## src/rtl/sg_pkg.sv

```systemverilog
// sg_pkg: shared state codes, parameter defaults and window helpers for the SG feeder
package sg_pkg;

    typedef logic [2:0] state_t;

    localparam state_t IDLE  = 3'd0;
    localparam state_t LOAD  = 3'd1;
    localparam state_t RUN   = 3'd2;
    localparam state_t FLUSH = 3'd3;
    localparam state_t DONE  = 3'd4;

    localparam int WINDOW_SIZE_DEF = 7;
    localparam int DATA_W_DEF      = 8;
    localparam int OUT_W_DEF       = 16;
    localparam int MAX_LEN_DEF     = 1024;

    // Number of samples on each side of the window centre.
    function automatic int half(input int w);
        return (w - 1) / 2;
    endfunction

endpackage

```

## src/rtl/sg_window_shreg.sv

```systemverilog
// sg_window_shreg: WINDOW_SIZE x OUT_W window register with broadcast load and shift-in
module sg_window_shreg #(
    parameter int WINDOW_SIZE = 7,
    parameter int OUT_W       = 16
) (
    input  logic                         clk,
    input  logic                         rst,
    input  logic                         load_all_i,
    input  logic                         shift_i,
    input  logic [OUT_W-1:0]             shift_in_i,
    output logic [WINDOW_SIZE*OUT_W-1:0] win_o
);

    logic [OUT_W-1:0] w_q [WINDOW_SIZE];

    // Load fills every slot with one sample; shift moves oldest out at index 0.
    always_ff @(posedge clk or posedge rst) begin
        if (rst) begin
            for (int i = 0; i < WINDOW_SIZE; i++) w_q[i] <= '0;
        end else if (load_all_i) begin
            for (int i = 0; i < WINDOW_SIZE; i++) w_q[i] <= shift_in_i;
        end else if (shift_i) begin
            for (int i = 0; i < WINDOW_SIZE - 1; i++) w_q[i] <= w_q[i+1];
            w_q[WINDOW_SIZE-1] <= shift_in_i;
        end
    end

    for (genvar g = 0; g < WINDOW_SIZE; g++) begin : g_flat
        assign win_o[g*OUT_W +: OUT_W] = w_q[g];
    end

endmodule

```

## src/rtl/sg_window_feeder.sv

```systemverilog
// sg_window_feeder: turns a sample stream into one edge-replicated centred window per sample
module sg_window_feeder
    import sg_pkg::*;
#(
    parameter int WINDOW_SIZE = WINDOW_SIZE_DEF,
    parameter int DATA_W      = DATA_W_DEF,
    parameter int OUT_W       = OUT_W_DEF,
    parameter int MAX_LEN     = MAX_LEN_DEF
) (
    input  logic                         clk,
    input  logic                         rst,
    input  logic                         start_i,
    input  logic                         in_valid_i,
    output logic                         in_ready_o,
    input  logic [DATA_W-1:0]            in_data_i,
    input  logic                         in_last_i,
    output logic                         win_valid_o,
    input  logic                         win_ready_i,
    output logic [WINDOW_SIZE*OUT_W-1:0] win_data_o,
    output logic                         win_last_o,
    output logic                         busy_o,
    output logic                         done_o
);

    localparam int HALF = half(WINDOW_SIZE);
    localparam int LW   = $clog2(MAX_LEN + 1);
    localparam int HW   = $clog2(HALF + 2);
    localparam logic [HW-1:0] HALF_C = HW'(HALF);
    localparam logic [LW-1:0] MAX_C  = LW'(MAX_LEN);

    state_t          state_q, state_d;
    logic [LW-1:0]   len_q, len_d;
    logic [HW-1:0]   shift_cnt_q, shift_cnt_d;
    logic [HW-1:0]   flush_cnt_q, flush_cnt_d;
    logic            win_valid_q, win_valid_d;
    logic            win_last_q, win_last_d;
    logic            free, accept, flush_step, load_all, shift, emit;
    logic [OUT_W-1:0] shift_in;

    // The window register only moves when the output slot is free, so a
    // stalled window is held stable simply by not loading or shifting.
    always_comb begin
        free       = !win_valid_q || win_ready_i;
        in_ready_o = (state_q == LOAD || state_q == RUN) && free;
        accept     = in_valid_i && in_ready_o;
        flush_step = state_q == FLUSH && free && flush_cnt_q != HALF_C;
        load_all   = state_q == LOAD && accept;
        shift      = (state_q == RUN && accept) || flush_step;
        shift_in   = flush_step ? win_data_o[WINDOW_SIZE*OUT_W-1 -: OUT_W] : OUT_W'(in_data_i);
    end

    // Sequencing of a run plus the fill/flush counters that decide emission.
    always_comb begin
        state_d     = state_q;
        len_d       = len_q;
        shift_cnt_d = shift_cnt_q;
        flush_cnt_d = flush_cnt_q;
        case (state_q)
            IDLE: state_d = start_i ? LOAD : IDLE;
            LOAD: if (accept) begin
                len_d       = LW'(1);
                shift_cnt_d = '0;
                flush_cnt_d = '0;
                state_d     = (in_last_i || MAX_LEN == 1) ? FLUSH : RUN;
            end
            RUN: if (accept) begin
                len_d       = len_q + LW'(1);
                shift_cnt_d = (shift_cnt_q == HALF_C) ? shift_cnt_q : shift_cnt_q + HW'(1);
                state_d     = (in_last_i || len_d == MAX_C) ? FLUSH : RUN;
            end
            FLUSH: begin
                if (flush_step) begin
                    flush_cnt_d = flush_cnt_q + HW'(1);
                    shift_cnt_d = (shift_cnt_q == HALF_C) ? shift_cnt_q : shift_cnt_q + HW'(1);
                end
                if (flush_cnt_q == HALF_C && win_valid_q && win_ready_i) state_d = DONE;
            end
            DONE: state_d = IDLE;
            default: state_d = IDLE;
        endcase
    end

    // A window is ready once the centre sample has HALF samples behind it;
    // the last one is the step that completes the trailing flush.
    always_comb begin
        emit        = (load_all || shift) && shift_cnt_d == HALF_C;
        win_valid_d = emit || (win_valid_q && !win_ready_i);
        win_last_d  = emit ? (state_d == FLUSH && flush_cnt_d == HALF_C) : (win_valid_d && win_last_q);
    end

    // State and counter registers; reset aborts any run and drops the window.
    always_ff @(posedge clk or posedge rst) begin
        if (rst) begin
            state_q     <= IDLE;
            len_q       <= '0;
            shift_cnt_q <= '0;
            flush_cnt_q <= '0;
            win_valid_q <= 1'b0;
            win_last_q  <= 1'b0;
        end else begin
            state_q     <= state_d;
            len_q       <= len_d;
            shift_cnt_q <= shift_cnt_d;
            flush_cnt_q <= flush_cnt_d;
            win_valid_q <= win_valid_d;
            win_last_q  <= win_last_d;
        end
    end

    sg_window_shreg #(
        .WINDOW_SIZE(WINDOW_SIZE),
        .OUT_W      (OUT_W)
    ) u_shreg (
        .clk       (clk),
        .rst       (rst),
        .load_all_i(load_all),
        .shift_i   (shift),
        .shift_in_i(shift_in),
        .win_o     (win_data_o)
    );

    assign win_valid_o = win_valid_q;
    assign win_last_o  = win_last_q;
    assign busy_o      = state_q != IDLE;
    assign done_o      = state_q == DONE;

endmodule

```

## config.mk

```make
export PLATFORM = sky130hd
export DESIGN_NAME = sg_window_feeder
export DESIGN_NICKNAME = d
export VERILOG_FILES = /design/src/rtl/sg_pkg.sv /design/src/rtl/sg_window_shreg.sv /design/src/rtl/sg_window_feeder.sv
export SDC_FILE = /design/constraint.sdc
export NUM_CORES = 1
export LEC_CHECK = 0
export CAP_MARGIN = 20
export CELL_PAD_IN_SITES_DETAIL_PLACEMENT = 1
export CELL_PAD_IN_SITES_GLOBAL_PLACEMENT = 2
export CORE_MARGIN = 2
export CORE_UTILIZATION = 27
export CTS_BUF_LIST = sky130_fd_sc_hd__clkbuf_8 sky130_fd_sc_hd__clkbuf_16
export DETAILED_ROUTE_END_ITERATION = 6
export GPL_TIMING_DRIVEN = 0
export MAX_ROUTING_LAYER = met4
export PLACE_DENSITY_LB_ADDON = 0.05
export SLEW_MARGIN = 30
export SYNTH_ARGS = -nofsm -noshare
export SYNTH_HDL_FRONTEND = slang
export SYNTH_SLANG_ARGS = --single-unit
```

## constraint.sdc

```tcl
create_clock -name clk -period 4 [get_ports clk]
set_input_delay 0.6 -clock clk [delete_from_list [all_inputs] [get_ports clk]]
set_output_delay 0.6 -clock clk [all_outputs]
set_load 0.01 [all_outputs]
```

# [Word level (Yosys, flattened, before mapping)]
# Index checks and enable logic that the tools add are counted.
[classes] n_addsub=3 n_eq_ne=13 n_mux=22 reduce_logical=25
[ops] operator="two-way mux 112 bit" n=2
[ops] operator="two-way mux 3 bit" n=9
[ops] operator="two-way mux 11 bit" n=2
[ops] operator="case mux 11 bit (2 select lines)" n=1
[ops] operator="equality test 3 x 2 -> 1 bit, second input constant" n=7
[ops] operator="two-way mux 16 bit" n=1
[ops] operator="logical AND 1 bit" n=12
[ops] operator="case mux 3 bit (4 select lines)" n=1
[ops] operator="adder 11 x 1 -> 11 bit, second input constant" n=1
[ops] operator="equality test 11 bit, second input constant" n=1
[ops] operator="case mux 3 bit (3 select lines)" n=1
[ops] operator="adder 3 x 1 -> 3 bit, second input constant" n=2
[ops] operator="logical OR 1 bit" n=6
[ops] operator="case mux 3 bit (2 select lines)" n=1
[ops] operator="two-way mux 1 bit" n=4
[ops] operator="inequality test 2 bit, second input constant" n=2
[ops] operator="nonzero test 2 bit" n=2
[ops] operator="equality test 3 x 1 -> 1 bit, second input constant" n=1
[ops] operator="equality test 3 bit, second input constant" n=1
[ops] operator="logical NOT 3 bit" n=1
[ops] operator="inequality test 3 x 2 -> 1 bit, second input constant" n=1
[ops] operator="AND reduction 3 bit" n=1
[ops] operator="nonzero test 3 bit" n=1
[ops] operator="logical NOT 1 bit" n=2
[totals] reg_bits=134 in_bits=14 out_inout_bits=117 wordCells=76

# [Longest topological paths before layout]
[depth] depth_word=11 mapped_depth=10 ltp_nobuf=8

# [Hierarchy]
# A second synthesis with hierarchy kept.
[unflattened] cells_unflattened=544 hier_area_um2=6996.7
[by_module_without_submodules] module="sg_window_shreg" instances=1 cells_each=345 area_per_inst_um2=5420.2 seq_area_each_um2=2802.7
[by_module_without_submodules] module="sg_window_feeder" instances=1 cells_each=199 area_per_inst_um2=1576.5 seq_area_each_um2=550.5

# [Worst setup path after synthesis]
# No wires, ideal clock.
[synth_timing] kind="reg-to-reg" start="register flush_cnt_q[0]" end="register win_last_q (netlist: win_last_o)" setup_ns=0.092 arrival_time_ns=2.011 t_required_ns=3.908 path_slack_ns=1.897 stages_incl_launch_ff=9 path_buffers=0 synth_period_minus_slack_ns=2.103 cell_sequence="dfrtp_1 ha_1 ha_1 nand2b_1 a211o_1 or3_1 nand3_2 nand4_2 o31ai_2"
[synth_between] elab_chain_len=9 elab_cells_between_ends=23 classes_between="add/sub (1); eq/ne (5); mux (8); reduce/logical (9)"
[synth_lines] item="from (decl)" line="sg_window_feeder.sv:34" source="logic [HW-1:0] flush_cnt_q, flush_cnt_d;"
[synth_lines] item="from (signal assigned)" line="sg_window_feeder.sv:104" source="flush_cnt_q <= flush_cnt_d;"
[synth_lines] item="inequality test 3 x 2 -> 1 bit *" line="sg_window_feeder.sv:46" source="flush_step = state_q == FLUSH && free && flush_cnt_q != HALF_C;"
[synth_lines] item="logical AND 1 bit *" line="sg_window_feeder.sv:46"
[synth_lines] item="two-way mux 3 bit *" line="sg_window_feeder.sv:72" source="if (flush_step) begin"
[synth_lines] item="case mux 3 bit (3 select lines) *" line="sg_window_feeder.sv:58" source="case (state_q)"
[synth_lines] item="named net shift_cnt_d[0]" line="sg_window_feeder.sv:33" source="logic [HW-1:0] shift_cnt_q, shift_cnt_d;"
[synth_lines] item="equality test 3 x 2 -> 1 bit *" line="sg_window_feeder.sv:86" source="emit = (load_all || shift) && shift_cnt_d == HALF_C;"
[synth_lines] item="logical AND 1 bit *" line="sg_window_feeder.sv:86"
[synth_lines] item="logical OR 1 bit" line="sg_window_feeder.sv:87" source="win_valid_d = emit || (win_valid_q && !win_ready_i);"
[synth_lines] item="logical AND 1 bit" line="sg_window_feeder.sv:88" source="win_last_d = emit ? (state_d == FLUSH && flush_cnt_d == HALF_C) : (win_valid_d && win_last_q);"
[synth_lines] item="two-way mux 1 bit *" line="sg_window_feeder.sv:88"
[synth_lines] item="named net win_last_d" line="sg_window_feeder.sv:36" source="logic win_last_q, win_last_d;"
[synth_lines] item="to (signal assigned)" line="sg_window_feeder.sv:106" source="win_last_q <= win_last_d;"
[synth_lines] item="to (decl)" line="sg_window_feeder.sv:36"
# The timed path passes the listed nets; every way through them passes the cells marked *.
# A chain may end at the register's enable or synchronous reset.

# [Worst setup path in the final report]
[layout_timing] start="input port win_ready_i" end="register u_shreg.w_q (netlist bit u_shreg.win_o[1])"
[layout_between] elab_chain_len=6 elab_cells_between_ends=11 classes_between="mux (2); reduce/logical (9)"
[layout_lines] item="from (decl)" line="sg_window_feeder.sv:18" source="input logic win_ready_i,"
[layout_lines] item="logical OR 1 bit *" line="sg_window_feeder.sv:43" source="free = !win_valid_q || win_ready_i;"
[layout_lines] item="logical AND 1 bit" line="sg_window_feeder.sv:44" source="in_ready_o = (state_q == LOAD || state_q == RUN) && free;"
[layout_lines] item="logical AND 1 bit" line="sg_window_feeder.sv:45" source="accept = in_valid_i && in_ready_o;"
[layout_lines] item="logical AND 1 bit" line="sg_window_feeder.sv:48" source="shift = (state_q == RUN && accept) || flush_step;"
[layout_lines] item="logical OR 1 bit" line="sg_window_feeder.sv:48"
[layout_lines] item="nonzero test 2 bit (no source line)"
[layout_lines] item="to (signal, indexed assignment)" line="sg_window_shreg.sv:24" source="w_q[WINDOW_SIZE-1] <= shift_in_i;"
[layout_lines] item="to (decl)" line="sg_window_shreg.sv:14" source="logic [OUT_W-1:0] w_q [WINDOW_SIZE];"
# Mark *: on every way between the ends. The rest lies on a longest branch, timed or not.

==> metrics.txt <==
I/O Pins about 130; fin. max-slew vios 0; Mapped Area ~5700 um^2; Rows 53; Slew HR between 40% and 50%; # diodes 0; post-synthesis xor/xnor area fraction 0.6180%; asr flop ratio synth 100.0%; distinct cell type count after synthesis between 40 and 50; top post-synthesis cells by count nand2_1, dfrtp_1, nor2_1; clock latency on the worst-skew pair 0.42 ns; DIE HEIGHT roughly 150 um; drc violations 0; largest family of logic cells by synthesized area simple AND/OR/NAND/NOR gates; Area Growth Syn to Fin 42.22%; Setup WS post-layout 1.213 ns; IO buf count 130; count leader, synth nand2_1; post_cts resized 0; Synth area leader dfrtp_1; critical path class in2reg; Leak 3.476 nW; DRT iter0 DRCs about 190; area post-placement 7453 um^2; fill count 2373; Non-Filler Instances approximately 1.0k; layout cells sized above 1 8.587%; NumNets Final 764; first-pass GRT wire length 29.25 mm; Seq/Total Area, Yosys 59.15%; CTS tree done; number of buffers created by CTS 17; routed vias 4753; CP peak stage delay ~0.52 ns; post-synthesis cell count 591; critical path's slowest cell clkbuf_1; Post-DRT Antenna Nets 0; final global-route overflow total 0; RePlAce Congestion 0.7793; Sink Count 134; power per cell area 796.1 nW/um^2; Total GRT Usage between 15 and 20%; largest net degree at the start of global routing 29; Synth Register Bits about 130; yosys warns 0; initial antenna violation count 0; Synth area leaders dfrtp_1, nand2_1, o21ai_0; crit path time final 2.787 ns; Yosys top cell area share 59.15%; wire length per cell about 18 um; peak supply drop roughly 330 uV; aggregate negative setup slack 0 ns; Core Region 20820 um^2; Post-synth EDFFs 0; DIE AREA 22170 um^2; Post-Synth Simple-Gate Area 19.42%; htree depth 4; final setup vio count 0; max frequency between 0.3 and 0.4 GHz; Max-Cap Viols 0; Worst Setup Start Kind primary input; syn nets 609; Synth Flop Type dfrtp_1; syn_area_per_cell 9.593 um^2; fin crit share ~70%; postcts setup bufs 0; Final HPWL DP 13.25 mm; Root Buffer Master clkbuf_16; Critical Path AT 3.12 ns; Clock Path Buffers 2; Starting Density between 20% and 30%; Crit Path Max Fanout 10; final wirelength between 15 and 20 mm; Worst Hold Class reg2reg; DR pass1 iterations 4; Synth Area in Adders 0.8828%; crit-path cells clkdlybuf4s50_1 -> nand2b_1 -> clkbuf_1 -> nand4_1 -> clkbuf_1 -> clkbuf_1 -> nand2_1 -> a21oi_1; RSZ-0062 raised after global routing false; Least-Margin Pin Slew 0.8022 ns; status completed; Reg clk slew, reported paths 0.06 ns; Crit path required time 4.33 ns; fin area about 8100 um^2; Crit path top cell by count clkbuf_1; hold_buf cts 0; Synth Area in Compound Gates 14.48%; Total Power 6.419 mW; vias in the first global route 5123; mux cell area share after synthesis 1.766%; critical path endpoint category register; clock skew 0.007060 ns; placed cells 1002; Die Wd 148.9 um; Via density 4.606; Setup WS pre-CTS roughly 0.74 ns; count of final hold-check violations 0
==> report_power, final <==
group | internal, mW | leakage, nW | switching (mW)
Sequential | 1.70 | 1.69 | 0.274
Clock | 1.03 | 0.291 | 0.597
Combinational | 1.13 | 1.50 | 1.68
==> through the flow <==
stage               util (%)  hold slack [ns]
CTS                    38.72           0.4914
global placement       35.15           0.4634
global route           38.72           0.5296
detailed placement     35.80           0.4777
floorplan                  -           0.4707
finish                 38.72           0.4817
==> logic make-up (layout without fill, tap and decap cells) <==
family / Yosys count / count (layout)
AOI/OAI and AO/OA: 145 / 145
adders and majority gates: 4 / 4
xor gates and xnor gates: 4 / 4
buffers and inverters: 42 / 208
DFF: 134 / 134
and+or+nand+nor: 253 / 253
muxes: 9 / 9
==> worst paths after layout <==
check | endpoint | cells past startpoint | slack [ns] | start
setup reg to reg | win_last_o | 8 | 1.41 | flush_cnt_q[0]
max in group asynchronous | u_shreg.win_o[69] | 5 | 2.87 | rst
hold reg to reg | u_shreg.win_o[10] | 2 | 0.48 | u_shreg.win_o[10]
hold / removal | u_shreg.win_o[10] | 2 | 0.48 | u_shreg.win_o[10]
min in group asynchronous | u_shreg.win_o[105] | 3 | 0.55 | rst
setup / recovery | u_shreg.win_o[1] | 8 | 1.21 | win_ready_i
==> flip-flops by register name, summed over array words and instances (netlist names) <==
register,flops
flush_cnt_q,3
len_q,11
shift_cnt_q,3
state_q,3
u_shreg.win_o,112
win_last_o,1
win_valid_o,1
==> placed cells by master, fill, tap and decap left out, types with 3 or more instances in the layout <==
master	count
buf_12	4
a21oi_1	50
o21ai_0	58
a22o_1	8
clkdlybuf4s50_1	130
and2_1	10
clkbuf_1	21
nor2_1	62
clkinvlp_4	4
nand3_1	12
mux2_2	8
nand2_1	140
nand2b_1	4
clkinv_4	3
inv_1	7
a31oi_1	4
clkinv_2	3
ha_1	4
and3_1	3
buf_2	5
o21ai_1	8
bufinv_16	4
clkbuf_16	17
nor2b_1	3
buf_6	5
o31ai_1	6
dfrtp_1	134
==> cell type report <==
cell class | instances | area [um^2] | share of cell area, %
Inverter | 8 | 33.78 | 0.4190
Clock inverter | 13 | 183.9 | 2.281
Buffer | 34 | 178.9 | 2.219
Clock buffer | 17 | 425.4 | 5.276
Tap cell | 275 | 344.1 | 4.268
Timing Repair Buffer | 136 | 1436 | 17.82
Sequential cell | 134 | 3353 | 41.59
Multi-Input combinational cell | 415 | 2107 | 26.13
==> worst max-delay path: cells and delay by family <==
family,cells,cell delay (ns)
buffers and inverters,4,1.54
and+or+nand+nor,3,0.79
AOI/OAI and AO/OA,1,0.19
==> routing by layer <==
metal,global-route usage (%),wire [um],share of wire [%]
met4,5.810,273,1.5
met5,-,0,0
met1,22.96,8374,46
met2,28.62,8945,49
met3,3.364,585,3.2
Power figures use the tool's default switching activity.
